## config.mk

```make
export PLATFORM = sky130hd
export DESIGN_NAME = sumador_acc_param
export DESIGN_NICKNAME = d
export VERILOG_FILES = /design/src/rtl/sumador_pkg.sv /design/src/rtl/sumador_addsub_core.sv /design/src/rtl/sumador_acc_param.sv
export SDC_FILE = /design/constraint.sdc
export NUM_CORES = 1
export LEC_CHECK = 0
export ABC_AREA = 1
export BUFFER_PORTS_ARGS = -buffer_cell sky130_fd_sc_hd__buf_2
export CORE_ASPECT_RATIO = 1.1
export CORE_UTILIZATION = 50
export CTS_BUF_LIST = sky130_fd_sc_hd__clkbuf_2
export DETAILED_ROUTE_END_ITERATION = 12
export PLACE_DENSITY = 0.76
export RECOVER_POWER = 25
export SYNTH_ARGS = -nofsm -noshare
export SYNTH_HDL_FRONTEND = slang
export SYNTH_SLANG_ARGS = --single-unit
```

## constraint.sdc

```tcl
create_clock -name clk -period 5.4 [get_ports clk]
set_input_delay 0.81 -clock clk [delete_from_list [all_inputs] [get_ports clk]]
set_output_delay 0.81 -clock clk [all_outputs]
set_load 0.01 [all_outputs]
```

## src/rtl/sumador_pkg.sv

```systemverilog
// Shared constants for the parametrised counting adder: operation mode
// encodings and an all-ones helper usable for any supported width.
package sumador_pkg;

    localparam logic [1:0] MODE_HOLD = 2'b00;
    localparam logic [1:0] MODE_ADD  = 2'b01;
    localparam logic [1:0] MODE_SUB  = 2'b10;
    localparam logic [1:0] MODE_LOAD = 2'b11;

    // Widest accumulator the all-ones helper can describe.
    localparam int MAX_WIDTH = 64;

    function automatic logic [MAX_WIDTH-1:0] all_ones(input int unsigned w);
        return {MAX_WIDTH{1'b1}} >> (MAX_WIDTH - w);
    endfunction

endpackage

```

## src/rtl/sumador_addsub_core.sv

```systemverilog
// Combinational WIDTH-bit adder/subtractor with a single carry/borrow output.
// For subtraction, cb is set exactly when b > a (unsigned).
module sumador_addsub_core #(
    parameter int WIDTH = 8
) (
    input  logic [WIDTH-1:0] a,
    input  logic [WIDTH-1:0] b,
    input  logic             sub,
    output logic [WIDTH-1:0] result,
    output logic             cb
);

    logic [WIDTH:0] ext;

    // The extra top bit holds the carry on add and the borrow on subtract.
    assign ext    = sub ? ({1'b0, a} - {1'b0, b}) : ({1'b0, a} + {1'b0, b});
    assign result = ext[WIDTH-1:0];
    assign cb     = ext[WIDTH];

endmodule

```

## src/rtl/sumador_acc_param.sv

```systemverilog
// Registered accumulator with hold/add/subtract/load modes, optional
// saturation, a one-cycle carry/borrow pulse, sticky overflow and wrap counter.
module sumador_acc_param
    import sumador_pkg::*;
#(
    parameter int WIDTH       = 8,
    parameter int WRAP_W      = 4,
    parameter bit SAT_DEFAULT = 1'b0
) (
    input  logic              clk,
    input  logic              rst,
    input  logic              enable,
    input  logic [1:0]        mode,
    input  logic [WIDTH-1:0]  step,
    input  logic [WIDTH-1:0]  load_val,
    input  logic              sat_wr,
    input  logic              sat_in,
    input  logic              clear,
    output logic [WIDTH-1:0]  c,
    output logic              cout,
    output logic              ovf,
    output logic [WRAP_W-1:0] wrap_cnt,
    output logic              sat_mode
);

    localparam logic [MAX_WIDTH-1:0] ONES_EXT = all_ones(WIDTH);
    localparam logic [WIDTH-1:0]     ALL_ONES = ONES_EXT[WIDTH-1:0];
    localparam logic [WRAP_W-1:0]    WRAP_MAX = '1;

    logic [WIDTH-1:0]  core_result;
    logic              core_cb;
    logic              sub_op;

    logic [WIDTH-1:0]  c_next;
    logic              cout_next;
    logic              ovf_next;
    logic [WRAP_W-1:0] wrap_next;

    assign sub_op = (mode == MODE_SUB);

    sumador_addsub_core #(
        .WIDTH (WIDTH)
    ) u_core (
        .a      (c),
        .b      (step),
        .sub    (sub_op),
        .result (core_result),
        .cb     (core_cb)
    );

    always_comb begin
        // NOTE: every output of this block gets a default first so no path
        // leaves a signal unassigned, which would otherwise infer a latch.
        c_next    = c;
        cout_next = 1'b0;
        ovf_next  = ovf;
        wrap_next = wrap_cnt;

        if (clear) begin
            c_next    = '0;
            ovf_next  = 1'b0;
            wrap_next = '0;
        end else if (enable) begin
            case (mode)
                MODE_ADD, MODE_SUB: begin
                    cout_next = core_cb;
                    c_next    = core_result;
                    if (core_cb) begin
                        ovf_next = 1'b1;
                        if (wrap_cnt != WRAP_MAX) begin
                            wrap_next = wrap_cnt + WRAP_W'(1);
                        end
                        // Saturation clamps toward the bound that was crossed.
                        if (sat_mode) begin
                            c_next = sub_op ? '0 : ALL_ONES;
                        end
                    end
                end
                MODE_LOAD: c_next = load_val;
                default:   c_next = c;
            endcase
        end
    end

    // NOTE: sequential state uses non-blocking assignments so every register
    // samples the pre-edge values, independent of statement order.
    always_ff @(posedge clk or posedge rst) begin
        if (rst) begin
            c        <= '0;
            cout     <= 1'b0;
            ovf      <= 1'b0;
            wrap_cnt <= '0;
        end else begin
            c        <= c_next;
            cout     <= cout_next;
            ovf      <= ovf_next;
            wrap_cnt <= wrap_next;
        end
    end

    // The mode register ignores clear and enable; the op on the write edge
    // still sees the old value because the datapath reads the registered copy.
    always_ff @(posedge clk or posedge rst) begin
        if (rst) begin
            sat_mode <= SAT_DEFAULT;
        end else if (sat_wr) begin
            sat_mode <= sat_in;
        end
    end

endmodule

```

==> metrics.yaml, run 1 <==
path_cells: "buf_2 -> inv_1 -> ha_1 -> or2_2 -> nand2_1 -> xor2_1 -> ha_1 -> nand2_1 -> inv_1 -> a21oi_4 -> nand2_4 -> nand2_4 -> nand3_4 -> nand3_2 -> nand3_1 -> nand2_1 -> nand2_1"
hp-class: "flop to flop"
timing.rr.end: "c[7]"
cts_htree_levels: 1
critPathCaptureType: "flop"
dominantRegCellSynth: "dfrtp_1"
whs_ns: 0.5322
cpMaxStageDelayCell: "or2_2"
reg2reg_depth: 13
overflow: 0
crit_end: "c[7]"
finalPower_uw: 419.3
max_freq_mhz: 344.8
row_count: 20
cts_hold_buf: 0
grt_pass1_vias: 1397
synthTopCellsByCount: "nand2_1, nor2_1, inv_1"
drive_gt1_share_pct: 27.17
min_period_over_period_pct: 53.71
grt_pass1_wl_um: 5796
initial_core_util_pct: 53.57
fp.dieW_um: 54.25
grt_max_degree: 18
synth_cell_types: 30
synth.area.top_cells: "dfrtp_1, nand2_1, ha_1"
syn_nets: 250
rsz0062_at_grt: "false"
vias_per_cell: 5.098
crit_top_cell: "nand2_1"
worstMarginPinSlew_ns: 0.5912
crit_required_ns: 5.60
cts_buffer_depth: 2
io_buffers: 38
slowest_delay_ns: 0.35
clk_latency_ns: 0.29
io_pins: 39
peakVddDrop_v: 0.0001616
ys_seq_area_share_pct: 25.00
setup_tns_ns: 0
clk_pin_slew_ns: 0.15
fillers: 273
cts_resized: 0
placedCellCount: 283
post-synth-top-count-cell: "nand2_1"
finalWirelength_um: 3373
finalInstanceArea_um2: 1748
postRouteAntennaNets: 0
place_congestion: 0.8636
n_antenna_cell: 0
post-place-ws_ns: 2.187
fp.dieArea_um2: 3227
root_buffer: "clkbuf_2"
netlist_area_um2: 1501
finClkSkew_ns: 0.002283
layout.nets: 292
status: "finished clean"
routedWlPerCell_um: 11.75
drt-pass1-iter-count: 4
synth_top_area_cell: "dfrtp_1"
post_dp_cell_area_um2: 1728
coreArea_um2: 2803
antenna_found_initial: 0
ys_ff_latch: 15
setup.worst_path.start_class: "input pin"
synth_top_area_share_pct: 25.00
critPathLaunch: "mode[0]"
cts_setup_buffers: 0
fin_ws_ns: 2.500
drt_iter0_markers: 29
syn_area_per_cell_um2: 7.049
p_per_area_nw_per_um2: 239.9
synthArstFlopShare_pct: 100.0
drc_errors: 0
fin_cells: 287
numCtsBuffers: 3
slew_viol_final: 0
leakage_nw: 1.045
min_period_ns: 2.900
critPathKind: "input pin to flop"
cp_max_fo: 8
rrSetupSlack_ns: 3.33
synthCells: 213
fin_util_pct: 62.37
num_vias: 1463
dp_hpwl_um: 2755
setup_viol_count_final: 0
cp.arrival_ns: 3.10
die_h_um: 59.48
area_delta_synth_final_pct: 16.42
cts.sinks: 15
hold_viol_final: 0
yosysWarnings: 0
slew_headroom_pct: 60.54
synth-edff-count: 0
drv_cap: 0
regToRegStartpoint: "c[0]"
gr-usage-all-layers_pct: 24.39
cts_tree: "yes"
==> routing by layer <==
metal  vias up  routed length (um)  track usage, %
met4         0                  57           7.326
met2        49                1475           39.37
met1       642                1671           33.92
met3         7                 168           2.308
met5         -                   0               0
li1        765                   -               -
==> layout make-up <==
| cell class | count | area (um2) | share of cell area (%) |
|---|---|---|---|
| inverter | 29 | 110.1 | 6.299 |
| multi-input combinational | 168 | 1011 | 57.84 |
| clock buffer | 4 | 20.02 | 1.145 |
| sequential | 15 | 375.4 | 21.47 |
| timing repair buffer | 38 | 190.2 | 10.88 |
| tap | 33 | 41.29 | 2.362 |
==> cells by family after synthesis <==
kind of cell	count (synthesis)	share of synthesized area, %
compound gates	18	7.334
xor+xnor	8	4.666
fa+ha+maj	13	11.33
buf+inv	30	7.665
flops	15	25.00
mux	1	0.7499
simple gates	128	43.25
==> report_power, final <==
group          switching, mW  internal, mW  total (mW)
clock                 0.0374        0.0196      0.0570
sequential            0.0181         0.127       0.146
combinational          0.127        0.0901       0.217
==> sequential cells by signal, indices dropped and copies added, names as in the netlist <==
signal,cells
c,8
cout,1
ovf,1
sat_mode,1
wrap_cnt,4
==> worst min-delay path by stage <==
| stage | start | to | slack, ns | cells after the start |
|---|---|---|---|---|
| after global routing | ovf | ovf | 0.56 | 2 |
| after CTS | c[0] | c[0] | 0.54 | 2 |
| after global placement | c[0] | c[0] | 0.50 | 2 |
| final | ovf | ovf | 0.53 | 2 |
| after detailed placement | c[0] | c[0] | 0.50 | 2 |
| after floorplan | c[0] | c[0] | 0.53 | 2 |
==> cell usage in the layout (no fill, tap or decap), types with 2 or more instances in the layout <==
cell / netlist / layout
a21oi_1: 8 / 8
buf_2: 1 / 38
clkbuf_2: 0 / 4
dfrtp_1: 15 / 15
ha_1: 12 / 12
inv_1: 26 / 26
nand2_1: 55 / 55
nand2_2: 6 / 6
nand2_4: 2 / 2
nand3_1: 18 / 18
nand3_2: 5 / 5
nand3_4: 3 / 3
nand4_1: 3 / 3
nor2_1: 27 / 27
nor3_1: 2 / 2
o21ai_0: 2 / 2
o21ai_1: 4 / 4
or2_2: 5 / 5
xnor2_1: 4 / 4
xor2_1: 4 / 4
==> critical path, delay by kind of cell <==
| family | cells | cell delay (ns) |
|---|---|---|
| adders and majority gates | 2 | 0.58 |
| AOI/OAI and AO/OA | 1 | 0.23 |
| xor gates and xnor gates | 1 | 0.17 |
| buffers and inverters | 3 | 0.20 |
| and+or+nand+nor | 10 | 1.10 |
No activity file was read; power rests on OpenSTA's default activity.
==> run 2, diff against run 1 <==
PLACE_DENSITY = 0.79   (was 0.76)
clock period = 2.4 ns   (was 5.4 ns; I/O delays follow)
==> metrics.yaml, run 2 (synthesis results as in run 1) <==
clk_pin_slew_ns: 0.15
fp.dieW_um: 54.25
finalWirelength_um: 3800
final_common_cell: "nand2_1"
io_pins: 39
fin_ws_ns: 0.09735
drv_cap: 0
cts_htree_levels: 1
peakVddDrop_v: 0.0005025
post-place-ws_ns: -0.2478
rrSetupSlack_ns: 0.34
grt_max_degree: 18
slowest_delay_ns: 0.28
path_cells: "buf_2 -> inv_1 -> ha_2 -> inv_1 -> nor2_2 -> a21oi_1 -> xnor2_1 -> ha_1 -> nand2_1 -> inv_1 -> a21oi_4 -> buf_4 -> nand3_4 -> nand3_4 -> nand3_2 -> nand3_1 -> nand2_1 -> nand2_1"
area_delta_synth_final_pct: 33.67
status: "finished clean"
post_dp_cell_area_um2: 1908
setup.worst_path.start_class: "input pin"
drt-pass1-iter-count: 5
hp-class: "input pin to asynchronous set/reset pin"
min_period_over_period_pct: 95.94
place_congestion: 0.8482
most-common-layout-cells: "nand2_1, buf_2, inv_1, buf_4, nor2_1"
overflow: 0
max_freq_mhz: 434.3
postRouteAntennaNets: 0
gr-usage-all-layers_pct: 26.34
top_register: "c"
top_regs: "c (8), wrap_cnt (4)"
slew_viol_final: 0
slew_headroom_pct: 61.05
root_buffer: "clkbuf_2"
die_h_um: 59.48
n_antenna_cell: 0
setup_viol_count_final: 0
num_vias: 1585
worstMarginPinSlew_ns: 0.5837
placedCellCount: 307
initial_core_util_pct: 53.57
routedWlPerCell_um: 12.14
whs_ns: 0.09817
row_count: 20
finalPower_mw: 1.061
numCtsBuffers: 3
vias_per_cell: 5.064
dp_hpwl_um: 3015
setup_tns_ns: 0
cts_buffer_depth: 2
leakage_nw: 1.166
timing.rr.end: "c[6]"
reg2reg_depth: 14
coreArea_um2: 2803
cp.arrival_ns: 2.55
p_per_area_nw_per_um2: 528.6
antenna_found_initial: 0
layout.nets: 318
cts_tree: "yes"
hold_viol_final: 0
regToRegStartpoint: "c[0]"
fin_cells: 313
grt_pass1_vias: 1422
drive_gt1_share_pct: 38.57
drt_iter0_markers: 51
min_period_ns: 2.303
cp_max_fo: 8
crit_required_ns: 2.64
critPathCaptureType: "flop"
fin_util_pct: 71.61
finalInstanceArea_um2: 2007
cts.sinks: 15
critPathKind: "input pin to flop"
clk_latency_ns: 0.29
cpMaxStageDelayCell: "ha_1"
largest_register_ffs: 8
grt_pass1_wl_um: 6189
cts_hold_buf: 0
finClkSkew_ns: 0.008359
fp.dieArea_um2: 3227
io_buffers: 38
drc_errors: 0
-- run 2: metal layers --
metal,vias up,wire length (um),track usage [%]
met4,0,29,5.495
met1,728,1809,38.66
met5,-,0,0
met3,4,137,2.308
met2,36,1824,41.64
li1,817,-,-
-- run 2: power by group --
part / total (mW) / internal, mW / switching [mW] / leakage [nW]
clock network: 0.128 / 0.0442 / 0.0843 / 0.0166
logic: 0.604 / 0.284 / 0.320 / 0.949
registers: 0.328 / 0.287 / 0.0415 / 0.201
-- run 2: critical path: cells and delay by family --
kind                       cells  cell delay (ns)
and+or+nand+nor                8             0.76
adders and majority gates      2             0.46
buffers and inverters          5             0.45
AOI/OAI and AO/OA              2             0.28
xor gates and xnor gates       1             0.22
-- run 2: timing repair --
action                                  in CTS  in global routing
endpoints found under the setup margin       0                 13
buffers inserted                             0                  2
resized for setup                            0                 16
-- run 2: worst max-delay path by stage --
stage	from	to	depth (start not counted)	slack, ns
CTS	mode[0]	c[1]	17	0.06
finish	step[1]	c[6]	18	0.1
detailed placement	mode[0]	c[1]	17	-0.25
floorplan	mode[0]	c[0]	16	0.009
global placement	mode[0]	c[5]	17	-0.20
global route	step[1]	c[6]	18	-0.006
-- run 2: area by class of cell --
type | count | area, um2
clock buffers | 4 | 20.02
fillers | 253 | 795.8
inverters | 29 | 110.1
multi-input cells | 168 | 1075
flip-flops and latches | 15 | 375.4
well taps | 33 | 41.29
repair buffers | 64 | 385.4
